**src/rtl/seven_segment_scan.sv**
```systemverilog
// Multiplexed seven-segment scanner: one digit per slot, PWM brightness per slot,
// tear-free double-buffered value, optional leading-zero blanking, selectable polarity.
module seven_segment_scan #(
  parameter int DIGITS         = 4,
  parameter int BRIGHT_W       = 4,
  parameter int PRESCALE       = 1,
  parameter bit SEG_ACTIVE_LOW = 1'b0,
  parameter bit DIG_ACTIVE_LOW = 1'b0
) (
  input  logic                displayClk,
  input  logic                rst,
  input  logic                load,
  input  logic [4*DIGITS-1:0] value,
  input  logic [DIGITS-1:0]   dots,
  input  logic                blank_lz,
  input  logic [BRIGHT_W-1:0] brightness,
  output logic [DIGITS-1:0]   dig,
  output logic [7:0]          seg,
  output logic                frame
);

  localparam int IDX_W = (DIGITS > 1) ? $clog2(DIGITS) : 1;
  localparam int PRE_W = (PRESCALE > 1) ? $clog2(PRESCALE) : 1;

  localparam logic [IDX_W-1:0]    LAST_IDX   = IDX_W'(DIGITS - 1);
  localparam logic [PRE_W-1:0]    LAST_PRE   = PRE_W'(PRESCALE - 1);
  localparam logic [BRIGHT_W-1:0] LAST_PHASE = '1;
  localparam logic [7:0]          SEG_INV    = SEG_ACTIVE_LOW ? 8'hFF : 8'h00;
  localparam logic [DIGITS-1:0]   DIG_INV    = DIG_ACTIVE_LOW ? {DIGITS{1'b1}} : {DIGITS{1'b0}};

  logic [PRE_W-1:0]    pre_q, pre_d;
  logic [BRIGHT_W-1:0] phase_q, phase_d;
  logic [IDX_W-1:0]    idx_q, idx_d;

  logic [4*DIGITS-1:0] shadow_val_q, shadow_val_d;
  logic [DIGITS-1:0]   shadow_dots_q, shadow_dots_d;
  logic [4*DIGITS-1:0] pend_val_q, pend_val_d;
  logic [DIGITS-1:0]   pend_dots_q, pend_dots_d;
  logic                pend_valid_q, pend_valid_d;

  logic [DIGITS-1:0]   dig_q, dig_d;
  logic [7:0]          seg_q, seg_d;
  logic                frame_q, frame_d;

  logic                tick, phase_wrap, boundary;
  logic                duty_on, zero_above, cur_blank, cur_dot;
  logic [3:0]          cur_nib;
  logic [DIGITS-1:0]   dig_raw;

  function automatic logic [6:0] decode(input logic [3:0] nib);
    logic [6:0] pat;
    case (nib)
      4'h0: pat = 7'h3F;
      4'h1: pat = 7'h06;
      4'h2: pat = 7'h5B;
      4'h3: pat = 7'h4F;
      4'h4: pat = 7'h66;
      4'h5: pat = 7'h6D;
      4'h6: pat = 7'h7D;
      4'h7: pat = 7'h07;
      4'h8: pat = 7'h7F;
      4'h9: pat = 7'h6F;
      4'hA: pat = 7'h77;
      4'hB: pat = 7'h7C;
      4'hC: pat = 7'h39;
      4'hD: pat = 7'h5E;
      4'hE: pat = 7'h79;
      default: pat = 7'h71;
    endcase
    return pat;
  endfunction

  // Scan counters: prescale -> phase within slot -> digit index.
  always_comb begin
    tick       = (pre_q == LAST_PRE);
    phase_wrap = tick && (phase_q == LAST_PHASE);
    boundary   = phase_wrap && (idx_q == LAST_IDX);
    pre_d      = tick ? '0 : pre_q + 1'b1;
    phase_d    = tick ? phase_q + 1'b1 : phase_q;
    idx_d      = idx_q;
    if (phase_wrap) begin
      idx_d = (idx_q == LAST_IDX) ? '0 : idx_q + 1'b1;
    end
  end

  // A load on the boundary cycle bypasses the pending buffer entirely.
  always_comb begin
    shadow_val_d  = shadow_val_q;
    shadow_dots_d = shadow_dots_q;
    pend_val_d    = pend_val_q;
    pend_dots_d   = pend_dots_q;
    pend_valid_d  = pend_valid_q;
    if (load) begin
      pend_val_d   = value;
      pend_dots_d  = dots;
      pend_valid_d = 1'b1;
    end
    if (boundary) begin
      pend_valid_d = 1'b0;
      if (load) begin
        shadow_val_d  = value;
        shadow_dots_d = dots;
      end else if (pend_valid_q) begin
        shadow_val_d  = pend_val_q;
        shadow_dots_d = pend_dots_q;
      end
    end
  end

  // Walk from the top digit down so zero_above covers digits i..DIGITS-1.
  always_comb begin
    duty_on    = (phase_q <= brightness);
    zero_above = 1'b1;
    cur_blank  = 1'b0;
    cur_dot    = 1'b0;
    cur_nib    = 4'h0;
    dig_raw    = '0;
    for (int i = DIGITS - 1; i >= 0; i--) begin
      zero_above = zero_above & (shadow_val_q[4*i +: 4] == 4'h0);
      if (idx_q == IDX_W'(i)) begin
        cur_nib    = shadow_val_q[4*i +: 4];
        cur_dot    = shadow_dots_q[i];
        cur_blank  = blank_lz & (i != 0) & zero_above;
        dig_raw[i] = duty_on;
      end
    end
    seg_d   = {cur_dot, cur_blank ? 7'h00 : decode(cur_nib)} ^ SEG_INV;
    dig_d   = dig_raw ^ DIG_INV;
    frame_d = (idx_q == '0) && (phase_q == '0) && (pre_q == '0);
  end

  // NOTE: the display buffers are small flop arrays, not RAM, so they take the
  // synchronous reset like every other register here.
  always_ff @(posedge displayClk) begin
    if (rst) begin
      pre_q         <= '0;
      phase_q       <= '0;
      idx_q         <= '0;
      shadow_val_q  <= '0;
      shadow_dots_q <= '0;
      pend_val_q    <= '0;
      pend_dots_q   <= '0;
      pend_valid_q  <= 1'b0;
      dig_q         <= DIG_INV;
      seg_q         <= SEG_INV;
      frame_q       <= 1'b0;
    end else begin
      pre_q         <= pre_d;
      phase_q       <= phase_d;
      idx_q         <= idx_d;
      shadow_val_q  <= shadow_val_d;
      shadow_dots_q <= shadow_dots_d;
      pend_val_q    <= pend_val_d;
      pend_dots_q   <= pend_dots_d;
      pend_valid_q  <= pend_valid_d;
      dig_q         <= dig_d;
      seg_q         <= seg_d;
      frame_q       <= frame_d;
    end
  end

  assign dig   = dig_q;
  assign seg   = seg_q;
  assign frame = frame_q;

endmodule
```
**config.mk**
```make
export PLATFORM = sky130hd
export DESIGN_NAME = seven_segment_scan
export DESIGN_NICKNAME = d
export VERILOG_FILES = /design/src/rtl/seven_segment_scan.sv
export SDC_FILE = /design/constraint.sdc
export NUM_CORES = 1
export LEC_CHECK = 0
export ABC_CLOCK_PERIOD_IN_PS = 6860
export CORE_MARGIN = 3
export CORE_UTILIZATION = 45
export DETAILED_ROUTE_END_ITERATION = 8
export GPL_ROUTABILITY_DRIVEN = 0
export PLACE_DENSITY_LB_ADDON = 0.3
export RECOVER_POWER = 25
export SLEW_MARGIN = 30
export SYNTH_ARGS = -nofsm -noshare
export SYNTH_HDL_FRONTEND = slang
export SYNTH_SLANG_ARGS = --single-unit
```
**constraint.sdc**
```tcl
create_clock -name displayClk -period 6.86 [get_ports displayClk]
set_input_delay 0.686 -clock displayClk [delete_from_list [all_inputs] [get_ports displayClk]]
set_output_delay 0.686 -clock displayClk [all_outputs]
set_load 0.005 [all_outputs]
```
==> metrics.sh, run 1 <==
YS_SEQ_ELEMENTS=61
SYN-CELL-AREA_UM2=2910
MOSTFREQUENTLAYOUTCELLS='61 x sky130_fd_sc_hd__dfxtp_1, 56 x sky130_fd_sc_hd__nor2_1, 39 x sky130_fd_sc_hd__clkdlybuf4s50_1'
DRC=0
TIMING.HOLD.WORST_ENDPOINT='pend_val_q[8]'
SYNTH_SEQ_AREA_SHARE=0.419
HOLD_FIX_BUFFERS_AT_CTS=0
SYN-MEAN-INSTANCE-AREA_UM2=10.3
IR_WORST_VDD_uV=140
DETAIL_ROUTE_ANTENNA_NETS=0
TIMING_WORST_SETUP_PATH_TYPE='input port to register'
LAYOUT.CORE_UTILIZATION=0.572
GRT_SETUP_UNREPAIRED='false'
SYNTH_EDF_COUNT=0
CTS_BUFFER_DEPTH=2
CLKTRANSATPATHREGS_NS=0.06
CRITICAL_PATH.MAX_FANOUT=54
ROUTED_WIRE_LENGTH_PER_INSTANCE_UM=13.1
NUMBER_OF_DETAILED_ROUTING_ITERATIONS_RUN_BEFORE_ANTENNA_REPAIR=4
CRIT-REG2REG-CAPTURE='seg[6]'
YOSYS.CELL_TYPES.COUNT=49
WORST_EP_REQUIRED_TIME_NS=7.04
CTSROOTBUFFERMASTER='sky130_fd_sc_hd__clkbuf_8'
GRT_PASS1_VIAS=1985
IOS=41
FINALHOLDVIOLATIONS=0
INITIAL_CORE_UTIL=0.478
POST-ROUTE-PERIOD-UTIL=0.410
ASYNC_SR_FLOP_FRACTION=0
WORSTPATHARRIVAL_NS=2.99
FILLCELLCOUNT=551
WORST_SLEW_PIN_SLEW_NS=2.72
GRT.OVERFLOW.TOTAL=0
TIMING.HOLD.WORST.CLASS='register to register'
POSTROUTEWIRELENGTH_MM=5.26
DRV.MAX_CAP_VIOLATION_COUNT=1
CTS_MADE_BUFFERS=9
FP.DIEAREA_UM2=7470
SYNTH-WARNING-COUNT=0
NNETSFINAL=365
FAILED_CHECKS='capacitance limit, slew limit'
CTS.REPAIR.RESIZED=0
NUM_VIAS=2028
POWER-PER-CELL-AREA_nW_PER_UM2=202
CTS_TREE='yes'
CRITICAL_PATH.REG2REG.STARTPOINT='idx_q[0]'
AVGVIACOUNTPERCELL=5.07
SYNTHFLOPTYPE='sky130_fd_sc_hd__dfxtp_1'
TIMING.CLOCK.SKEW_NS=0.00676
HP-START='pend_val_q[8]'
FINALSETUPVIOLCOUNT=0
HTREE_NUM_LEVELS=3
FINAL_COMMON_CELL='sky130_fd_sc_hd__dfxtp_1'
FINAL_LAYOUT_SIZE_SUFFIX_GT1_FRAC=0.178
TIMING.CRITICAL_PATH.FROM_TYPE='input port'
INSERTEDDIODECOUNT=0
REG2REG_SETUP_SLACK_NS=4.20
TRITONCTS_NUM_SINKS=61
LAYOUT-AREA-OVERHEAD-VS-SYNTH_PCT=19.7
REG2REG_DEPTH=8
POSTSYNTHCELLCOUNT=284
DP.FINAL_HPWL_MM=3.52
FIN_MAX_SLEW_VIOS=55
POST_CTS_BUFFERS=0
SYN-NUM-NETS=329
HEIGHT_OF_THE_CHIP_UM=86.5
RUN_STATUS='complete, but fails checks'
GR-USAGE-ALL-LAYERS=0.154
SETUP-TNS-FINAL_NS=0
WIRE_LENGTH_OF_THE_FIRST_GLOBAL_ROUTING_PASS_MM=9.08
WORST_SETUP_PATH_END_KIND='register'
IO_BUFFERS=40
MAXIMUM_NUMBER_OF_PINS_ON_ONE_NET_BEFORE_GLOBAL_ROUTE_REPAIR=55
TIMING.FINAL.CRIT_PERIOD_NS=2.81
CORE_AREA_UM2=6100
TIMING.HOLD.WS_NS=0.504
CLOCK_LATENCY_NS=0.33
CORE.ROWCOUNT=28
MIN_PATH_CELLS=2
POWER.STATIC_LEAKAGE_nW=1.38
ANTENNA_FOUND_INITIAL=0
SLEW_MARGIN_REL=-0.812
FMAXACHIEVABLE_GHz=0.355
DIEWIDTH_UM=86.5
DR.FIRST_ITER.DRC_COUNT=115
metal layers:
layer	global-route usage	up-vias	wire (um)
met3	0.0494	14	267
met1	0.208	914	2570
li1	-	1053	-
met2	0.220	47	2300
met5	0	-	0
met4	0.0779	0	117
layout make-up:
cell class,count,area [um2],area share
clock buffer,15,166,0.0477
clock inverter,1,5.00,0.00144
inverter,14,52.6,0.0151
multi-input combinational,190,1520,0.437
sequential,61,1220,0.350
tap,75,93.8,0.0269
timing repair buffer,44,424,0.122
critical path, cell delays in order:
cell and delay, ns:
sky130_fd_sc_hd__clkbuf_1 1.88, sky130_fd_sc_hd__a31o_4 0.31, sky130_fd_sc_hd__a211oi_2 0.05
cell usage after synthesis, types with 2 or more instances:
cell type                  number  area, um2
sky130_fd_sc_hd__buf_6          3       33.8
sky130_fd_sc_hd__nor2_1        56        210
sky130_fd_sc_hd__a211oi_2      26        325
sky130_fd_sc_hd__nor3b_1        6       45.0
sky130_fd_sc_hd__nand3b_1       2       15.0
sky130_fd_sc_hd__dfxtp_1       61       1220
sky130_fd_sc_hd__buf_4          6       45.0
sky130_fd_sc_hd__mux2_4         2       30.0
sky130_fd_sc_hd__nor3_1         3       15.0
sky130_fd_sc_hd__clkbuf_1       3       11.3
sky130_fd_sc_hd__a221oi_2       3       45.0
sky130_fd_sc_hd__buf_1          3       11.3
sky130_fd_sc_hd__buf_2          4       20.0
sky130_fd_sc_hd__inv_1         14       52.6
sky130_fd_sc_hd__a211oi_1       3       22.5
sky130_fd_sc_hd__xor2_1         2       17.5
sky130_fd_sc_hd__nand2_1        7       26.3
sky130_fd_sc_hd__mux2i_1       24        240
sky130_fd_sc_hd__ha_1          17        213
sky130_fd_sc_hd__a21oi_1        3       15.0
sky130_fd_sc_hd__o21a_1         3       22.5
sky130_fd_sc_hd__o21ai_0        4       20.0
sky130_fd_sc_hd__nor3b_2        2       25.0
sky130_fd_sc_hd__nor2b_1        2       12.5
registers in the layout (all words and copies together) (netlist names), 2 cells and up:
name,flops
shadow_val_q,16
idx_q,2
pend_val_q,16
shadow_dots_q,4
phase_q,4
pend_dots_q,4
seg,8
dig,4
where the power goes:
part | switching [W] | internal, W | leakage (nW)
Sequential | 0.00000446 | 0.000366 | 0.499
Combinational | 0.0000270 | 0.0000323 | 0.794
Clock | 0.000124 | 0.000151 | 0.0877
worst max path at each step:
stage	start	end	depth (start not counted)
6_report	rst	seg[3]	3
3_3_place_gp	load	shadow_val_q[1]	7
2_1_floorplan	idx_q[0]	seg[6]	9
5_1_grt	rst	seg[3]	3
3_5_place_dp	load	shadow_dots_q[1]	7
4_1_cts	idx_q[0]	seg[5]	6
kinds of logic after synthesis:
logic type                 Yosys count  synth area share
buffers and inverters               33            0.0597
DFF                                 61             0.419
other                                1           0.00129
muxes                               26            0.0928
adders and majority gates           17            0.0730
xor gates and xnor gates             3           0.00902
AOI/OAI and AO/OA                   51             0.182
and+or+nand+nor                     92             0.163
per-stage QoR:
stage	instances	setup WS [ns]	instance area (um2)	total power, W
after CTS	398	4.18	3480	0.000718
after global placement	382	4.22	3300	0.000437
after global routing	400	3.84	3490	0.000744
after detailed placement	382	4.18	3300	0.000438
final	400	4.05	3490	0.000705
after floorplan	284	4.57	2910	0.000410
No activity file was read; power rests on OpenSTA's default activity.
==> run 2, diff against run 1 <==
--- a/config.mk
+++ b/config.mk
@@ -5,7 +5,7 @@
 export SDC_FILE = /design/constraint.sdc
 export NUM_CORES = 1
 export LEC_CHECK = 0
-export ABC_CLOCK_PERIOD_IN_PS = 6860
+export ABC_CLOCK_PERIOD_IN_PS = 2500
 export CORE_MARGIN = 3
 export CORE_UTILIZATION = 45
 export DETAILED_ROUTE_END_ITERATION = 8
==> constraint.sdc (replaced) <==
create_clock -name displayClk -period 2.5 [get_ports displayClk]
set_input_delay 0.25 -clock displayClk [delete_from_list [all_inputs] [get_ports displayClk]]
set_output_delay 0.25 -clock displayClk [all_outputs]
set_load 0.005 [all_outputs]
==> metrics.sh, run 2 (synthesis results as in run 1) <==
HP-START='rst'
REG2REG_SETUP_SLACK_NS=0.22
FILLCELLCOUNT=543
NNETSFINAL=371
MIN_PATH_CELLS=2
POSTROUTEWIRELENGTH_MM=5.48
CLOCK_LATENCY_NS=0.34
IR_WORST_VDD_uV=485
TIMING.CLOCK.SKEW_NS=0.0105
HTREE_NUM_LEVELS=3
TRITONCTS_NUM_SINKS=61
PATH_CELLS='inv_1, ha_1, o21ai_0, o31a_1, inv_1, ha_1, mux2_4, a211oi_2'
SW_FRAC_OF_TOTAL=0.235
DR.FIRST_ITER.DRC_COUNT=132
TIMING_WORST_SETUP_PATH_TYPE='register to register'
LAYOUT-AREA-OVERHEAD-VS-SYNTH_PCT=22.6
SETUP-TNS-FINAL_NS=0
DP.FINAL_HPWL_MM=3.83
FMAXACHIEVABLE_GHz=0.439
MOSTFREQUENTLAYOUTCELLS='61 x sky130_fd_sc_hd__dfxtp_1, 56 x sky130_fd_sc_hd__nor2_1, 38 x sky130_fd_sc_hd__clkdlybuf4s50_1'
INSERTEDDIODECOUNT=0
CORE_AREA_UM2=6100
CTS_MADE_BUFFERS=9
P_INT_W=0.00155
CRITPATHTOPFAMILY='compound AO/OA/AOI/OAI gates'
POWER.SHARE.SEQUENTIAL=0.501
FIN_MAX_SLEW_VIOS=0
RUN_STATUS='finished clean'
TIMING.HOLD.WORST.CLASS='input port to register'
CRITICAL_PATH.MAX_FANOUT=9
HEIGHT_OF_THE_CHIP_UM=86.5
CRIT-REG2REG-CAPTURE='seg[5]'
SLEW_MARGIN_REL=0.0593
POWER-PER-CELL-AREA_nW_PER_UM2=569
REG2REG_DEPTH=8
NUM_VIAS=2084
CLOCKPOWERSHARE=0.418
WORST_EP_REQUIRED_TIME_NS=2.76
CRITICAL_PATH.REG2REG.STARTPOINT='idx_q[0]'
DRV.MAX_CAP_VIOLATION_COUNT=0
CTSROOTBUFFERMASTER='sky130_fd_sc_hd__clkbuf_8'
IO_BUFFERS=40
TIMING.CRITICAL_PATH.FROM_TYPE='register'
POWER.STATIC_LEAKAGE_nW=1.42
CORE.ROWCOUNT=28
WORST_SETUP_PATH_END_KIND='register'
CLKTRANSATPATHREGS_NS=0.07
TIMING.HOLD.WORST_ENDPOINT='phase_q[2]'
WORSTPATHARRIVAL_NS=2.54
IOS=41
FINALSETUPVIOLCOUNT=0
ANTENNA_FOUND_INITIAL=0
INITIAL_CORE_UTIL=0.478
FINAL-SEQ-AREA_UM2=1220
CRITICAL_PATH.SLOWEST_CELL='sky130_fd_sc_hd__dfxtp_1'
DETAIL_ROUTE_ANTENNA_NETS=0
DIEWIDTH_UM=86.5
GRT_PASS1_VIAS=2083
CTS_BUFFER_DEPTH=2
NET-SWITCHING-POWER_W=0.000478
FP.DIEAREA_UM2=7470
POWER.COMBINATIONAL.FRACTION=0.082
NUMBER_OF_DETAILED_ROUTING_ITERATIONS_RUN_BEFORE_ANTENNA_REPAIR=4
POST-ROUTE-PERIOD-UTIL=0.911
MAXIMUM_NUMBER_OF_PINS_ON_ONE_NET_BEFORE_GLOBAL_ROUTE_REPAIR=41
AVGVIACOUNTPERCELL=5.13
GRT.OVERFLOW.TOTAL=0
ROUTED_WIRE_LENGTH_PER_INSTANCE_UM=13.5
DRC=0
MULTI_INPUT_AREA_UM2=1520
FINALHOLDVIOLATIONS=0
WIRE_LENGTH_OF_THE_FIRST_GLOBAL_ROUTING_PASS_MM=9.47
FINAL_COMMON_CELL='sky130_fd_sc_hd__dfxtp_1'
TIMING.CRITICAL_PATH.BUF_INV=2
POST_CTS_BUFFERS=0
TIMING.FINAL.CRIT_PERIOD_NS=2.28
FINAL_LAYOUT_SIZE_SUFFIX_GT1_FRAC=0.199
WORST_SLEW_PIN_SLEW_NS=1.41
GRT_SETUP_UNREPAIRED='false'
CRITICAL_PATH.MAX_STAGE_DELAY_NS=0.40
LAYOUT.CORE_UTILIZATION=0.586
GR-USAGE-ALL-LAYERS=0.160
CTS_TREE='yes'
## run 2: worst max-delay path by stage
| stage | from | end | cells past startpoint |
|---|---|---|---|
| after detailed placement | idx_q[0] | seg[5] | 8 |
| final | idx_q[0] | seg[5] | 8 |
| after floorplan | idx_q[0] | seg[6] | 9 |
| after global routing | idx_q[0] | seg[6] | 8 |
| after global placement | idx_q[0] | seg[5] | 8 |
| after CTS | idx_q[0] | seg[5] | 9 |
## run 2: per-stage QoR
| step | cells | hold WS (ns) | power (W) | setup WS [ns] | cell area (um2) |
|---|---|---|---|---|---|
| 4_1_cts | 406 | 0.451 | 0.00206 | 0.140 | 3580 |
| 2_1_floorplan | 284 | 0.435 | 0.00113 | 0.213 | 2910 |
| 3_3_place_gp | 390 | 0.490 | 0.00120 | 0.315 | 3390 |
| 5_1_grt | 406 | 0.499 | 0.00213 | 0.0220 | 3570 |
| 6_report | 406 | 0.463 | 0.00203 | 0.222 | 3570 |
| 3_5_place_dp | 390 | 0.498 | 0.00121 | 0.161 | 3390 |
## run 2: power groups by stage
stage                     Sequential (W)  Combinational, W  Clock, W
after floorplan                  0.00104         0.0000885         0
after global routing             0.00102          0.000184  0.000921
after CTS                        0.00102          0.000168  0.000874
after detailed placement         0.00104          0.000167         0
final                            0.00102          0.000166  0.000848
after global placement           0.00104          0.000165         0
## run 2: area by class of cell
cell class / instances / share of cell area
Tap cell: 75 / 0.0263
Clock inverter: 6 / 0.0179
Timing Repair Buffer: 50 / 0.138
Multi-Input combinational cell: 190 / 0.426
Inverter: 14 / 0.0147
Sequential cell: 61 / 0.342
Clock buffer: 10 / 0.0358
## run 2: layer usage
layer,vias to the layer above,track usage,part of all wire
met3,7,0.0475,0.055
li1,1061,-,-
met1,968,0.216,0.48
met5,-,0,0
met2,48,0.241,0.45
met4,0,0.0637,0.013
## run 2: repair_timing
item                                    in CTS  in global routing
hold buffers                                 0                  0
endpoints found under the setup margin       0                  2
gates resized for setup                      0                  1
## run 2: worst reg2reg max path, cell delays in order (launching register included)
cell	delay, ns
sky130_fd_sc_hd__dfxtp_1	0.40
sky130_fd_sc_hd__inv_1	0.09
sky130_fd_sc_hd__ha_1	0.33
sky130_fd_sc_hd__o21ai_0	0.27
sky130_fd_sc_hd__o31a_1	0.26
sky130_fd_sc_hd__inv_1	0.14
sky130_fd_sc_hd__ha_1	0.25
sky130_fd_sc_hd__mux2_4	0.27
sky130_fd_sc_hd__a211oi_2	0.20
==> run 3, diff against run 2 <==
--- a/config.mk
+++ b/config.mk
@@ -6,8 +6,10 @@
 export NUM_CORES = 1
 export LEC_CHECK = 0
 export ABC_CLOCK_PERIOD_IN_PS = 2500
-export CORE_MARGIN = 3
+export CORE_ASPECT_RATIO = 1.5
+export CORE_MARGIN = 2
 export CORE_UTILIZATION = 45
+export CTS_BUF_LIST = sky130_fd_sc_hd__clkbuf_16
 export DETAILED_ROUTE_END_ITERATION = 8
 export GPL_ROUTABILITY_DRIVEN = 0
 export PLACE_DENSITY_LB_ADDON = 0.3
==> metrics.sh, run 3 (synthesis results as in run 1) <==
CLOCK_LATENCY_NS=0.33
DP.FINAL_HPWL_MM=4.01
DETAIL_ROUTE_ANTENNA_NETS=0
FINAL_LAYOUT_SIZE_SUFFIX_GT1_FRAC=0.198
HOLD_FIX_BUFFERS_AT_CTS=0
WORSTPATHARRIVAL_NS=2.56
FINALHOLDVIOLATIONS=0
FP.DIEAREA_UM2=7150
CRITPATHTOPFAMILY='compound AO/OA/AOI/OAI gates'
DIEWIDTH_UM=69.7
POST-ROUTE-PERIOD-UTIL=0.926
SW_FRAC_OF_TOTAL=0.219
CP.DEPTH=8
CLOCKPOWERSHARE=0.468
IOS=41
CTS_BUFFER_DEPTH=2
TIMING.CLOCK.SKEW_NS=0.00447
P_INT_W=0.00174
NET-SWITCHING-POWER_W=0.000487
WORST_SETUP_PATH_END_KIND='register'
CORE_AREA_UM2=6220
NNETSFINAL=372
GRT_PASS1_VIAS=2048
TRITONCTS_NUM_SINKS=61
POWER.TOTAL_W=0.00223
SETUP-TNS-FINAL_NS=0
NUM_VIAS=2053
WORST_SLEW_PIN_SLEW_NS=1.54
LAYOUT-AREA-OVERHEAD-VS-SYNTH_PCT=23.8
FINAL_COMMON_CELL='sky130_fd_sc_hd__dfxtp_1'
CTSROOTBUFFERMASTER='sky130_fd_sc_hd__clkbuf_16'
PATH_CELLS='inv_1, ha_1, o21ai_0, o31a_1, inv_1, ha_1, mux2_4, a211oi_2'
MOSTFREQUENTLAYOUTCELLS='61 x sky130_fd_sc_hd__dfxtp_1, 56 x sky130_fd_sc_hd__nor2_1, 37 x sky130_fd_sc_hd__clkdlybuf4s50_1'
HTREE_NUM_LEVELS=3
GRT.OVERFLOW.TOTAL=0
CLKTRANSATPATHREGS_NS=0.05
CTS_MADE_BUFFERS=9
CRITICAL_PATH.SLOWEST_CELL='sky130_fd_sc_hd__dfxtp_1'
REG2REG_DEPTH=8
INITIAL_CORE_UTIL=0.468
FMAXACHIEVABLE_GHz=0.432
DR.FIRST_ITER.DRC_COUNT=92
GR-USAGE-ALL-LAYERS=0.170
DRC=0
TIMING.FINAL.CRIT_PERIOD_NS=2.32
POSTROUTEWIRELENGTH_MM=5.55
DRV.MAX_CAP_VIOLATION_COUNT=1
TIMING.HOLD.WORST.CLASS='input port to register'
POWER.SHARE.SEQUENTIAL=0.458
IO_BUFFERS=40
FINALSETUPVIOLCOUNT=0
MAXIMUM_NUMBER_OF_PINS_ON_ONE_NET_BEFORE_GLOBAL_ROUTE_REPAIR=33
POWER.STATIC_LEAKAGE_nW=1.45
FINAL_AREA_UM2=3610
PLACEMENT.CELL_AREA_UM2=3370
RUN_STATUS='complete, but fails checks'
HEIGHT_OF_THE_CHIP_UM=103
POWER.COMBINATIONAL.FRACTION=0.074
WORST_EP_REQUIRED_TIME_NS=2.75
NUMBER_OF_DETAILED_ROUTING_ITERATIONS_RUN_BEFORE_ANTENNA_REPAIR=4
TIMING.CRITICAL_PATH.BUF_INV=2
AVGVIACOUNTPERCELL=5.09
ANTENNA_FOUND_INITIAL=0
POWER-PER-CELL-AREA_nW_PER_UM2=617
WIRE_LENGTH_OF_THE_FIRST_GLOBAL_ROUTING_PASS_MM=9.30
TIMING_WORST_SETUP_PATH_TYPE='register to register'
FAILED_CHECKS='capacitance limit, slew limit'
CTS_TREE='yes'
ROUTED_WIRE_LENGTH_PER_INSTANCE_UM=13.8
CRITICAL_PATH.MAX_STAGE_DELAY_NS=0.40
INSERTEDDIODECOUNT=0
GRT_SETUP_UNREPAIRED='false'
SLEW_MARGIN_REL=-0.0242
LAYOUT.CORE_UTILIZATION=0.580
MIN_PATH_CELLS=2
CRITICAL_PATH.MAX_FANOUT=9
TIMING.CRITICAL_PATH.FROM_TYPE='register'
CORE.ROWCOUNT=35
IR_WORST_VDD_uV=448
FIN_MAX_SLEW_VIOS=21
-- run 3: cell count changes in the layout (fill, tap and decap cells not counted), sizes merged --
cell	delta
clkinv	+1
clkinvlp	-2
clkbuf	-1
bufinv	-1
dlygate4sd3	+1
clkdlybuf4s50	-1
buf	+1
-- run 3: final cells by class --
cell class,count,area [um2]
inverter,14,52.6
clock buffer,9,225
fill,545,2610
clock inverter,4,18.8
timing repair buffer,51,474
multi-input combinational,190,1520
sequential,61,1220
tap,74,92.6
-- run 3: worst paths after layout --
path                                startpoint              to  slack [ns]
worst max register to register        idx_q[0]          seg[5]        0.18
worst min register to register  pend_val_q[12]  pend_val_q[12]        0.50
worst min-delay path                       rst      phase_q[2]        0.45
worst max-delay path                  idx_q[0]          seg[5]        0.18
-- run 3: repair_timing --
| item | CTS | global route |
|---|---|---|
| endpoints found under the setup margin | 0 | 2 |
| gates resized for setup | 0 | 2 |
| buffers inserted | 0 | 0 |
-- run 3: routing by layer --
metal,wire length (um),GRT usage
met1,2380,0.183
met2,2780,0.300
met3,233,0.0479
met4,148,0.0976
met5,0,0
-- run 3: power by group through the flow --
| stage | clock network, W | logic (W) | registers (W) |
|---|---|---|---|
| 2_1_floorplan | 0 | 0.0000885 | 0.00104 |
| 3_3_place_gp | 0 | 0.000165 | 0.00104 |
| 3_5_place_dp | 0 | 0.000167 | 0.00104 |
| 4_1_cts | 0.00106 | 0.000168 | 0.00102 |
| 5_1_grt | 0.00110 | 0.000182 | 0.00102 |
| 6_report | 0.00104 | 0.000165 | 0.00102 |
-- run 3: per-stage QoR --
step                setup WS, ns  hold slack (ns)  instances
floorplan                  0.213            0.435        284
global placement           0.293            0.490        390
detailed placement         0.166            0.497        390
CTS                        0.147            0.444        403
global route             0.00834            0.473        403
finish                     0.184            0.446        403
